$ cat src/rtl/cpu_irq_pkg.sv
// Shared types and helpers for the interrupt request path.
// onehot_n is the same code-to-line mapping the select decoder uses.
package cpu_irq_pkg;
    localparam int IRQ_N = 4;

    typedef enum logic [1:0] {
        IRQ_IDLE,
        IRQ_PRESENT,
        IRQ_RETIRE
    } irq_state_t;

    function automatic logic [31:0] onehot_n(input logic [4:0] code);
        onehot_n = 32'd1 << code;
    endfunction
endpackage

$ cat src/rtl/prio_enc_2pn_n.sv
// Combinational 2^N-to-N encoder; the highest set index wins.
// An all-zero input gives code 0 with any_set low.
module prio_enc_2pn_n #(
    parameter int N = 4
) (
    input  logic [(1<<N)-1:0] in_vec,
    output logic [N-1:0]      code,
    output logic              any_set
);
    always_comb begin
        code    = '0;
        any_set = 1'b0;
        for (int i = 0; i < (1 << N); i++) begin
            if (in_vec[i]) begin
                code    = N'(i);
                any_set = 1'b1;
            end
        end
    end
endmodule

$ cat src/rtl/irq_priority_encoder.sv
// Sticky edge-triggered request collector presenting the highest-index
// unmasked pending line as an N-bit code over a valid/ack handshake.
module irq_priority_encoder
    import cpu_irq_pkg::*;
#(
    parameter int N = IRQ_N
) (
    input  logic                clk,
    input  logic                rst,
    input  logic [(1<<N)-1:0]   req,
    input  logic                mask_we,
    input  logic [(1<<N)-1:0]   mask_in,
    input  logic                ack,
    output logic                valid,
    output logic [N-1:0]        code,
    output logic [(1<<N)-1:0]   pending
);
    localparam int W = 1 << N;

    irq_state_t  state_q, state_d;
    logic [W-1:0] req_q, req_d;
    logic [W-1:0] pending_q, pending_d;
    logic [W-1:0] mask_q, mask_d;
    logic [N-1:0] code_q, code_d;
    logic         valid_q, valid_d;
    logic         armed_q, armed_d;

    logic [W-1:0] rise;
    logic [W-1:0] clr;
    logic [W-1:0] eligible;
    logic [N-1:0] enc_code;
    logic         enc_any;

    prio_enc_2pn_n #(.N(N)) u_enc (
        .in_vec  (eligible),
        .code    (enc_code),
        .any_set (enc_any)
    );

    always_comb begin
        // armed_q is low for the first cycle after reset so lines already high are not edges
        rise      = armed_q ? (req & ~req_q) : '0;
        eligible  = pending_q & mask_q;
        clr       = '0;
        req_d     = req;
        armed_d   = 1'b1;
        mask_d    = mask_we ? mask_in : mask_q;
        state_d   = state_q;
        valid_d   = valid_q;
        code_d    = code_q;

        case (state_q)
            IRQ_IDLE: begin
                if (enc_any) begin
                    state_d = IRQ_PRESENT;
                    valid_d = 1'b1;
                    code_d  = enc_code;
                end
            end
            IRQ_PRESENT: begin
                if (ack) begin
                    state_d = IRQ_RETIRE;
                    valid_d = 1'b0;
                    clr     = W'(onehot_n(5'(code_q)));
                end
            end
            IRQ_RETIRE: begin
                state_d = IRQ_IDLE;
            end
            default: begin
                state_d = IRQ_IDLE;
                valid_d = 1'b0;
            end
        endcase

        // a new edge in the same cycle as its retirement keeps the line pending
        pending_d = (pending_q & ~clr) | rise;
    end

    always_ff @(posedge clk) begin
        if (rst) begin
            state_q   <= IRQ_IDLE;
            req_q     <= '0;
            pending_q <= '0;
            mask_q    <= '1;
            code_q    <= '0;
            valid_q   <= 1'b0;
            armed_q   <= 1'b0;
        end else begin
            state_q   <= state_d;
            req_q     <= req_d;
            pending_q <= pending_d;
            mask_q    <= mask_d;
            code_q    <= code_d;
            valid_q   <= valid_d;
            armed_q   <= armed_d;
        end
    end

    assign valid   = valid_q;
    assign code    = code_q;
    assign pending = pending_q;
endmodule

$ cat config.mk
export PLATFORM = sky130hd
export DESIGN_NAME = irq_priority_encoder
export DESIGN_NICKNAME = d
export VERILOG_FILES = /design/src/rtl/cpu_irq_pkg.sv /design/src/rtl/prio_enc_2pn_n.sv /design/src/rtl/irq_priority_encoder.sv
export SDC_FILE = /design/constraint.sdc
export NUM_CORES = 1
export LEC_CHECK = 0
export ABC_AREA = 1
export CAP_MARGIN = 15
export CORE_MARGIN = 10
export CORE_UTILIZATION = 49
export CTS_CLUSTER_SIZE = 24
export DETAILED_ROUTE_END_ITERATION = 6
export GPL_TIMING_DRIVEN = 0
export PLACE_DENSITY = 0.79
export SETUP_SLACK_MARGIN = 0.4
export SLEW_MARGIN = 30
export SYNTH_ARGS = -nofsm -noshare
export SYNTH_HDL_FRONTEND = slang
export SYNTH_HIERARCHICAL = 1
export SYNTH_SLANG_ARGS = --single-unit
$ cat constraint.sdc
create_clock -name clk -period 1.84 [get_ports clk]
set_input_delay 0.276 -clock clk [delete_from_list [all_inputs] [get_ports clk]]
set_output_delay 0.276 -clock clk [all_outputs]
set_load 0.01 [all_outputs]
# After elaboration in Yosys (flattened, before gate mapping)

Index checks and enable logic that the tools add are counted.

Bits in registers: 56
Bits of input ports: 36
Output and inout bits: 21
Word-level logic and storage cells: 64

Equality and inequality tests: 4
Shifts and indexed selects: 1
Multiplexer cells: 41
Bitwise operators: 7
Reduce and logical (&&, ||, !) cells: 4

Operators by type and width:

| kind                                                 | number |
|---|---|
| AND 16 bit                                           | 3 |
| 2-to-1 mux 16 bit                                    | 3 |
| 2-to-1 mux 4 bit                                     | 8 |
| NOT 16 bit                                           | 2 |
| 2-to-1 mux 1 bit                                     | 20 |
| OR 16 bit                                            | 1 |
| << shifter 1 x 4 -> 16 bit (first input constant)    | 1 |
| 2-to-1 mux 3 bit                                     | 4 |
| 2-to-1 mux 2 bit                                     | 4 |
| != test 2 bit (second input constant)                | 2 |
| case mux 2 bit (2 select lines)                      | 1 |
| AND reduction 2 bit                                  | 2 |
| case mux 1 bit (3 select lines)                      | 1 |
| AND reduction 3 bit                                  | 1 |
| equality test 2 x 1 -> 1 bit (second input constant) | 1 |
| equality test 2 bit (second input constant)          | 1 |
| logical NOT 2 bit                                    | 1 |
| NOT 1 bit                                            | 1 |

# Logic depth before layout (Yosys ltp)

Word-level depth: 19
Mapped depth: 19

# Hierarchy

The synthesis kept the hierarchy.

By module, submodules not included:

| module               | instances | cells each | area an instance (um^2) | sequential area each (um^2) |
|---|---|---|---|---|
| irq_priority_encoder | 1         | 294        | 2119.5                  | 1121.1 |
| prio_enc_2pn_n       | 1         | 48         | 205.2                   | 0.0 |

# Worst setup path after synthesis

OpenSTA, ideal clock, no wires.

Kind: flip-flop to flip-flop
From: register pending_q[2], in the netlist pending[2]
To: register code_q[0], in the netlist code[0]
Library setup time: 0.121 ns
Arrival: 1.299 ns
Slack: 0.420 ns
Stages on the path, launching flop included: 20
Path buffers: 0
Clock period less this slack: 1.420 ns
Cell sequence: dfxtp_1 > nand2_1 > inv_1 > inv_1 > nand2_1 > nand2_1 > nand2_1 > nand2_1 > nand2_1 > nand2_1 > nand2_1 > nand2_1 > nand2_1 > nand2_1 > nand2_1 > nand2_1 > nand2_1 > nand2_1 > o21ai_0 > a21oi_1

RTL lines:

| what                           | RTL line                   | source |
|---|---|---|
| start, declared                | irq_priority_encoder.sv:22 | `logic [W-1:0] pending_q, pending_d;` |
| start signal, assigned         | irq_priority_encoder.sv:92 | `pending_q <= pending_d;` |
| AND 16 bit                     | irq_priority_encoder.sv:43 | `eligible = pending_q & mask_q;` |
| net eligible[2]                | irq_priority_encoder.sv:30 | `logic [W-1:0] eligible;` |
| 2-to-1 mux 2 bit (2 in series) | prio_enc_2pn_n.sv:14       | `if (in_vec[i]) begin` |
| 2-to-1 mux 3 bit (4 in series) | prio_enc_2pn_n.sv:14       |  |
| 2-to-1 mux 4 bit (8 in series) | prio_enc_2pn_n.sv:14       |  |
| net enc_code[0]                | irq_priority_encoder.sv:31 | `logic [N-1:0] enc_code;` |
| end signal, assigned           | irq_priority_encoder.sv:94 | `code_q <= code_d;` |
| end, declared                  | irq_priority_encoder.sv:24 | `logic [N-1:0] code_q, code_d;` |

The timed path passes the listed nets, and every way through them passes these cells.
A chain may end at the register's enable or synchronous reset.

# Worst setup path in the final report

From: register pending_q[12], in the netlist pending[12]
To: register code_q[1], in the netlist code[1]

Cells in the longest elaborated chain, start to end: 6

Ends and longest elaborated chain:

| what                           | RTL line                   | source |
|---|---|---|
| AND 16 bit                     | irq_priority_encoder.sv:43 |  |
| net eligible[12]               | irq_priority_encoder.sv:30 |  |
| 2-to-1 mux 1 bit (4 in series) | prio_enc_2pn_n.sv:14       |  |
| net enc_any                    | irq_priority_encoder.sv:32 | `logic enc_any;` |
| AND reduction 2 bit (no line)  | --                         |  |

The timed path passes the listed nets, and every way through them passes these cells.

==> summary.md <==
| Metric | Value |
|---|---|
| Die area | 7900 um^2 |
| Inserted Clock Buffers | 5 |
| H-Tree Depth | 2 |
| Initial antenna violation count | 0 |
| Max rail drop VDD | 0.596 mV |
| Synth Area in Simple Gates | 30.5% |
| Data arrival, critical path | 1.72 ns |
| Largest net degree at the start of global routing | 19 |
| Status | finished clean |
| Pre-CTS WS | 0.196 ns |
| Reg-to-reg setup timing slack | 0.36 ns |
| Cells after synthesis | 342 |
| Reg2Reg Depth | 13 |
| Crit path kind | reg -> reg |
| Die Wd | 88.9 um |
| Seq/Total Area, Yosys | 48.2% |
| Post-DP Area | 2930 um^2 |
| Final Core Density | 67.6% |
| IO Port Bufs | 54 |
| Nets@finish | 448 |
| Fin. Hold Viols | 0 |
| # IOs | 57 |
| Clk network pwr share | 26.4% |
| Hold_ws | 0.236 ns |
| Reg2reg end | code[1] |
| Post-route ant nets | 0 |
| DPL Wire Length | 4.40 mm |
| Final Skew | 0.00854 ns |
| Switching Fraction | 30.5% |
| Critical R2R Launch | pending[12] |
| CTS tree | built |
| Die height | 88.9 um |
| Post-synthesis adder-cell area fraction | 0% |
| CP Max Fanout | 8 |
| TritonCTS Sinks | 56 |
| Max Root-Sink Buffers | 2 |
| Routed vias/inst | 4.81 |
| Post-synth net total | 378 |
| TritonRoute pass-1 iters | 5 |
| Synth Area in Compound Gates | 7.91% |
| Min cycle time layout | 1.48 ns |
| Post-route cell area | 3150 um^2 |
| FILL cells | 391 |
| Starting Density | 49.9% |
| # DRC | 0 |
| Register bit total from synthesis | 56 |
| Worst-Margin Slew | 0.473 ns |
| Area of the multi-input gates | 955 um^2 |
| Total grt overflow | 0 |
| GPL Wtd Cong | 0.890 |
| Sequential group share of total power | 52.4% |
| Worst Path Required | 2.08 ns |
| Switch Pwr | 0.000813 W |
| Post-Synth XOR/XNOR Area | 0% |
| Crit start category | register |
| # diodes | 0 |
| Combinational share of power | 21.2% |
| Setup WS post-layout | 0.358 ns |
| RSZ-0062 raised after global routing | yes |
| Max_slew headroom | 68.5% |
| Initial DRC Count | 151 |
| Vias | 2244 |
| Wire length per cell | 12.5 um |
| Pins Over Slew Limit | 0 |
| Reg clk slew, reported paths | 0.10 ns |
| Main combinational cell family by area after synthesis | simple AND/OR/NAND/NOR gates |
| Worst skew pair latency | 0.31 ns |
| Area grow syn2layout | 35.5% |
| WL final | 5.82 mm |
| Post-Syn Area | 2320 um^2 |
| Max-cap violations | 0 |
| Post-synthesis mux area share | 0% |
| CP Capture Type | register |
| Setup_tns | 0 ns |
| Mean post-synth cell area | 6.80 um^2 |
| Power per Cell Area | 845 nW/um^2 |
| Warnings, synthesis | 6 |
| Total internal power | 0.00185 W |
| Leak | 1.66 nW |
| CTS root buffer | clkbuf_8 |
| Core ar. | 4660 um^2 |
| Row cnt | 25 |
| FMAX | 675 MHz |
| Global-route wire length before repair | 9.11 mm |
| Layout cells sized above 1 | 17.4% |
| Overall Global Routing Usage | 14.5% |
| Path category of the worst min-delay check | in -> reg |
| Final setup violation count | 0 |
| Tcrit/Tclk final | 80.6% |
| CP Capture Point | code[1] |
| Register area | 1140 um^2 |
| Vias in the first global route | 2095 |
| Critical path origin | pending[12] |
| Library cells used by synthesis | 17 |
per-layer routing:
layer  routed length (um)  global-route usage (%)  share of wire [%]
met2                 2860                    25.4                 49
met3                  332                    3.13                5.7
met5                    0                       0                  0
met1                 2540                    17.0                 44
met4                   79                    4.70                1.4
worst max-delay path, cell delays in order, from the launching register on:
cell and delay (ns):
dfxtp_4 0.37, nand2_2 0.06, inv_2 0.04, nor2_4 0.11
nand2_2 0.06, nor2_1 0.08, inv_1 0.07, nor2_2 0.09
nand3_1 0.08, nand2_1 0.07, nor2_2 0.05, inv_2 0.14
o21ai_2 0.07, a21oi_1 0.12
placed cells by master, fill, tap and decap left out, types with 2 or more instances in the layout:
cell              n
inv_1            51
dlygate4sd2_1    21
inv_2            11
buf_2             6
o21ai_0          11
a21oi_1          21
nor2_1           37
dfxtp_2          15
clkdlybuf4s50_1  33
nand3_1          29
dfxtp_1          40
nand2_1          93
nor2_4            5
clkbuf_8          5
buf_4            12
nand2_2           8
nor2_2            2
o21ai_2           2
kinds of logic after synthesis:
kind of cell / Yosys count
AOI/OAI and AO/OA: 36
buffers and inverters: 74
DFF: 56
and+or+nand+nor: 176
flip-flops by register name (all words and copies together) (netlist names):
register / count
mask_q: 16
armed_q: 1
pending: 16
req_q: 16
code: 4
state_q: 2
valid: 1
final cells by class:
class,instances,share of cell area [%]
clock buffers,5,2.18
well taps,54,2.14
plain buffers,11,1.95
clock inverters,3,0.715
inverters,63,7.94
multi-input cells,212,30.3
repair buffers,63,18.5
flip-flops and latches,56,36.3
worst min path at each step:
stage,cells after the start,start,to,slack (ns)
global route,2,rst,pending[9],0.23
detailed placement,2,mask_q[1],mask_q[1],0.45
CTS,2,rst,pending[10],0.24
global placement,2,mask_q[8],mask_q[8],0.44
finish,2,rst,pending[9],0.24
floorplan,2,mask_in[15],mask_q[15],0.40
synthesized netlist by cell type:
cell type / n / area share (%)
nand2_1: 101 / 16
o21ai_0: 14 / 3.0
nor3_1: 1 / 0.22
clkbuf_2: 1 / 0.22
buf_4: 3 / 0.97
nand3_1: 29 / 6.2
bufinv_8: 1 / 0.75
nor2_4: 1 / 0.48
dfxtp_1: 56 / 48
a21oi_1: 21 / 4.5
buf_2: 6 / 1.3
nand4_1: 1 / 0.27
nor2_1: 43 / 6.9
a31o_1: 1 / 0.38
inv_2: 3 / 0.48
inv_1: 59 / 9.5
clkbuf_1: 1 / 0.16
through the flow:
stage               total power [W]  instances
floorplan                   0.00170        342
global placement            0.00194        450
detailed placement          0.00195        450
CTS                         0.00262        461
global route                0.00281        467
finish                      0.00266        467
power by group through the flow:
stage	Sequential (W)	Clock [W]	Combinational, W
final	0.00139	0.000702	0.000566
after global routing	0.00141	0.000759	0.000640
after CTS	0.00139	0.000700	0.000531
after detailed placement	0.00141	0	0.000540
after global placement	0.00141	0	0.000530
after floorplan	0.00141	0	0.000286
timing repair:
action	CTS	global route
hold buffers	0	0
gates cloned	0	0
pin swaps	6	3
setup endpoints to repair	27	6
gates resized for setup	47	22
buffers inserted	3	6
No activity file was read; power rests on OpenSTA's default activity.
